### src/rtl/limn2600_bus_arbiter.sv
// Two-master, one-slave round-robin arbiter for the Limn2600 SRAM bus.
// One transaction in flight; slave-side request is registered at grant.
// Optional slave-response watchdog: define LIMN_ARB_TIMEOUT_EN.
module limn2600_bus_arbiter #(
  parameter int unsigned AW      = 32,
  parameter int unsigned DW      = 32,
  parameter int unsigned TIMEOUT = 255
) (
  input  logic          clk,
  input  logic          rst,
  input  logic          m0_cs,
  input  logic          m0_we,
  input  logic [AW-1:0] m0_addr,
  input  logic [DW-1:0] m0_wdata,
  output logic [DW-1:0] m0_rdata,
  output logic          m0_rdy,
  output logic          m0_err,
  input  logic          m1_cs,
  input  logic          m1_we,
  input  logic [AW-1:0] m1_addr,
  input  logic [DW-1:0] m1_wdata,
  output logic [DW-1:0] m1_rdata,
  output logic          m1_rdy,
  output logic          m1_err,
  output logic          s_cs,
  output logic          s_we,
  output logic [AW-1:0] s_addr,
  output logic [DW-1:0] s_wdata,
  input  logic [DW-1:0] s_rdata,
  input  logic          s_rdy,
  output logic [1:0]    gnt
);

  typedef enum logic [1:0] {IDLE, BUSY, TURN} state_t;

  state_t        state_q, state_d;
  logic          last_q, last_d;
  logic          s_cs_q, s_cs_d;
  logic          s_we_q, s_we_d;
  logic [AW-1:0] s_addr_q, s_addr_d;
  logic [DW-1:0] s_wdata_q, s_wdata_d;
  logic [1:0]    gnt_q, gnt_d;
  logic          win;
  logic          tmo;
  logic          cpl;

`ifdef LIMN_ARB_TIMEOUT_EN
  localparam int unsigned CW_RAW = $clog2(TIMEOUT + 1);
  localparam int unsigned CW     = (CW_RAW < 8) ? 8 : ((CW_RAW > 32) ? 32 : CW_RAW);

  logic [CW-1:0] cnt_q, cnt_d;

  // Watchdog: held at zero outside BUSY, counts BUSY cycles without s_rdy.
  always_comb begin
    cnt_d = cnt_q;
    tmo   = 1'b0;
    if (state_q != BUSY) begin
      cnt_d = '0;
    end else if (!s_rdy) begin
      cnt_d = cnt_q + CW'(1);
      tmo   = (cnt_q == CW'(TIMEOUT - 1));
    end
  end

  // Watchdog counter register.
  always_ff @(posedge clk or posedge rst) begin
    if (rst) cnt_q <= '0;
    else     cnt_q <= cnt_d;
  end
`else
  // No watchdog: BUSY waits for s_rdy indefinitely.
  always_comb begin
    tmo = 1'b0;
  end
`endif

  // Next-state: round-robin pick in IDLE, release on completion, one dead TURN cycle.
  always_comb begin
    state_d   = state_q;
    last_d    = last_q;
    s_cs_d    = s_cs_q;
    s_we_d    = s_we_q;
    s_addr_d  = s_addr_q;
    s_wdata_d = s_wdata_q;
    gnt_d     = gnt_q;
    cpl       = (state_q == BUSY) && (s_rdy || tmo);
    // m1 wins when alone, or on a tie when m0 was served last.
    win       = m1_cs & (~m0_cs | ~last_q);
    case (state_q)
      IDLE: begin
        if (m0_cs || m1_cs) begin
          s_cs_d    = 1'b1;
          s_we_d    = win ? m1_we    : m0_we;
          s_addr_d  = win ? m1_addr  : m0_addr;
          s_wdata_d = win ? m1_wdata : m0_wdata;
          gnt_d     = win ? 2'b10 : 2'b01;
          last_d    = win;
          state_d   = BUSY;
        end
      end
      BUSY: begin
        if (cpl) begin
          s_cs_d  = 1'b0;
          s_we_d  = 1'b0;
          gnt_d   = 2'b00;
          state_d = TURN;
        end
      end
      TURN:    state_d = IDLE;
      default: state_d = IDLE;
    endcase
  end

  // State and slave-side request registers.
  always_ff @(posedge clk or posedge rst) begin
    if (rst) begin
      state_q   <= IDLE;
      last_q    <= 1'b1;
      s_cs_q    <= 1'b0;
      s_we_q    <= 1'b0;
      s_addr_q  <= '0;
      s_wdata_q <= '0;
      gnt_q     <= 2'b00;
    end else begin
      state_q   <= state_d;
      last_q    <= last_d;
      s_cs_q    <= s_cs_d;
      s_we_q    <= s_we_d;
      s_addr_q  <= s_addr_d;
      s_wdata_q <= s_wdata_d;
      gnt_q     <= gnt_d;
    end
  end

  // Master-side responses: completion steered to the granted master only.
  always_comb begin
    m0_rdy   = cpl & gnt_q[0];
    m1_rdy   = cpl & gnt_q[1];
    m0_err   = tmo & gnt_q[0];
    m1_err   = tmo & gnt_q[1];
    m0_rdata = tmo ? '1 : s_rdata;
    m1_rdata = tmo ? '1 : s_rdata;
    s_cs     = s_cs_q;
    s_we     = s_we_q;
    s_addr   = s_addr_q;
    s_wdata  = s_wdata_q;
    gnt      = gnt_q;
  end

endmodule

### config.mk
export PLATFORM = sky130hd
export DESIGN_NAME = limn2600_bus_arbiter
export DESIGN_NICKNAME = d
export VERILOG_FILES = /design/src/rtl/limn2600_bus_arbiter.sv
export SDC_FILE = /design/constraint.sdc
export NUM_CORES = 1
export LEC_CHECK = 0
export CAP_MARGIN = 10
export CORE_AREA = 5 5 114 116
export DETAILED_ROUTE_END_ITERATION = 8
export DIE_AREA = 0 0 119 121
export PLACE_DENSITY = 0.75
export SLEW_MARGIN = 10
export SYNTH_ARGS = -nofsm -noshare
export SYNTH_HDL_FRONTEND = slang
export SYNTH_SLANG_ARGS = --single-unit
### constraint.sdc
create_clock -name clk -period 4.8 [get_ports clk]
set_input_delay 0.72 -clock clk [delete_from_list [all_inputs] [get_ports clk]]
set_output_delay 0.72 -clock clk [all_outputs]
set_load 0.005 [all_outputs]
==> summary.txt <==
Outcome
  • Outcome: completed

Die
  • Core ar.: 11810 µm²
  • Die width: 119 µm
  • Core Rows: 40
  • Starting density of the core: 31.54%
  • Die height: 121 µm
  • IO Pins: 303
  • Die area: 14400 µm²

Hold path
  • Min-Delay Endpoint: last_q$_DFFE_PP1P_
  • Hold_sp: last_q$_DFFE_PP1P_
  • Hold Path Stages: 1
  • Hold Crit Class: reg2reg

Timing
  • Min Tclk post-route: 2773 ps
  • Final setup fails: 0
  • Least-Margin Pin Slew: 768.6 ps
  • Worst hold slack: 526.7 ps
  • Slew HR: 48.68%
  • Fmax: 360.6 MHz
  • Final Slew Violations: 0
  • Setup TNS: 0 ps
  • RSZ-0062 raised after global routing: false
  • Clock Skews: 6.344 ps
  • Fin crit share: 57.77%
  • Final hold viol count: 0

Global routing
  • Pin count of the biggest net entering global routing: 66
  • Total track usage: 16.70%
  • First-pass GRT wire length: 19150 µm
  • Grt total ovfl: 0
  • Vias in the first global route: 3607
  • Initial antenna violation count: 0

Synthesis
  • Synth Area in Adders: 0%
  • Ys async rst share: 100.0%
  • Ys Warns: 0
  • Number of synthesized register bits: 71
  • Main combinational cell family by area after synthesis: compound AO/OA/AOI/OAI gates
  • Distinct cells, synth: 24
  • Post-synthesis simple-gate area fraction: 2.284%
  • Post-synthesis mux area share: 0%
  • Post-Syn Instances: 324
  • Synth Area per Inst: 11.50 µm²
  • Number of synthesized flops with an enable pin: 0
  • Post-synthesis compound-gate area fraction: 31.27%
  • Seq/Total Area, Yosys: 47.73%
  • XOR/XNOR share of the synthesized area: 0%
  • Synthesized area: 3725 µm²
  • Prevailing post-synth register cell: dfrtp_1

CTS
  • # H-tree levels: 3
  • Postcts setup bufs: 0
  • CTS Sinks: 71
  • CTS tree: built
  • Root Driver: clkbuf_16
  • Clock Pin Slew Worst Setup and Hold Paths: 50 ps
  • Num CTS Buffers: 9
  • Hold buffer count at CTS: 0
  • Clk_lat worst skew: 320 ps
  • Post-CTS Resized: 0
  • Clk buf depth: 2

Critical path
  • Worst r2r path cells: 4
  • WP data required: 4080 ps
  • CP Launch Type: input pin
  • CP max FO: 3
  • R2R Path Start: state_q[1]$_DFFE_PP0P_
  • Reg-to-reg slack, setup: 2200 ps
  • CP Class: in2out
  • CP Capture Type: output port
  • Arrival time at the worst endpoint: 2050 ps
  • Reg-to-Reg End: s_addr[15]$_DFFE_PP0P_

Finish
  • Commonest non-fill, non-tap cells in the layout: 204 x clkdlybuf4s50_1, 70 x dfrtp_1, 64 x a221o_1, 40 x a21boi_1, 24 x a21boi_0
  • Commonest non-fill, non-tap cell in the layout: clkdlybuf4s50_1
  • P&R area growth vs syn: 52.37%
  • Cell Count, Final, Fillers Out: 602
  • Layout cells sized above 1: 5.495%
  • Nets: 617
  • N_diodes: 0

Detailed routing
  • Initial DRT Pass Iterations: 6
  • Detailed Route WL: 12240 µm
  • Initial DRC Count: 192
  • Remaining routing DRC violations: 0
  • Vias post-DR: 3196
  • DR WL met3: 965 µm
  • Average routed wire per standard cell: 20.32 µm
  • DRT antenna net count: 0
  • Met2 Wirelength: 6411 µm
  • Vias per cell: 5.309
  • Met1 WL: 4441 µm
  • Top Metal Used: met4

Placed design
  • DP Cell Count: 586
  • Port buffer count: 204
  • Final Wtd Congestion: 0.8258
  • HPWL after detailed placement: 8816 µm

Run
  • Max-Cap Viols: 0

Pwr
  • Power Density: 592.5 nW/µm²
  • Leakage: 2.327 nW
  • Peak VDD IR: 211.2 µV
-- cells in the mapped netlist (2+ instances only) --
| library cell | number | area, µm² |
|---|---|---|
| a21boi_1 | 40 | 300.3 |
| buf_6 | 6 | 67.56 |
| and3_1 | 2 | 12.51 |
| dfrtp_1 | 70 | 1752 |
| nand2b_1 | 2 | 12.51 |
| o21ai_0 | 4 | 20.02 |
| nand3_1 | 2 | 10.01 |
| buf_2 | 17 | 85.08 |
| a21boi_0 | 24 | 180.2 |
| inv_1 | 7 | 26.28 |
| buf_4 | 66 | 495.5 |
| nand2_1 | 2 | 7.510 |
| clkbuf_1 | 5 | 18.77 |
| nor3_1 | 4 | 20.02 |
| a221o_1 | 64 | 640.6 |
-- stage by stage --
step	setup slack (ps)	instance area, µm²	power (mW)	util, %
2_1_floorplan	2285	3729	1.810	-
3_3_place_gp	1949	5325	2.580	45.08
3_5_place_dp	1822	5325	2.627	45.08
4_1_cts	2019	5669	3.405	48.00
5_1_grt	1936	5675	3.570	48.05
6_report	2027	5675	3.363	48.05
-- cell type report --
cell class	instances	area [µm²]
Clock buffer	14	284.0
Fill cell	1059	6136
Multi-Input combinational cell	153	1271
Clock inverter	2	60.06
Tap cell	147	183.9
Timing Repair Buffer	208	2072
Inverter	7	26.28
Sequential cell	71	1778
-- worst max-delay path: stages --
cell	delay [ps]
clkdlybuf4s50_1	500
inv_1	80
nor3_1	200
clkdlybuf4s50_1	550
-- kinds of logic after synthesis --
family	count (synthesis)
and+or+nand+nor	16
AOI/OAI and AO/OA	135
buffers and inverters	101
other	1
DFF	71
-- flip-flops by register name, summed over array words and instances (netlist names) --
register and count:
s_addr 32, s_cs 1, state_q 2, gnt 2, s_we 1, s_wdata 32
last_q 1
-- power by group --
group	leakage (nW)	internal (mW)	switching [mW]
clock network	0.169	0.512	0.241
registers	0.875	0.891	0.166
logic	1.28	0.944	0.609
-- routing by layer --
layer  global-route usage (%)  up-vias
li1                         -     1412
met1                    17.43     1567
met2                    29.99      167
met3                    5.128       50
met4                    8.907        0
met5                        0        -
-- how the worst max path moves through the flow --
stage	from	endpoint	slack [ps]
2_1_floorplan	rst	gnt[0]$_DFFE_PP0P_	2290
3_3_place_gp	m1_cs	s_addr[28]$_DFFE_PP0P_	1950
3_5_place_dp	m1_cs	s_wdata[12]$_DFFE_PP0P_	1820
4_1_cts	s_rdy	m1_rdy	2020
5_1_grt	s_rdy	m1_rdy	1940
6_report	s_rdy	m1_rdy	2030
Power figures use the tool's default switching activity.
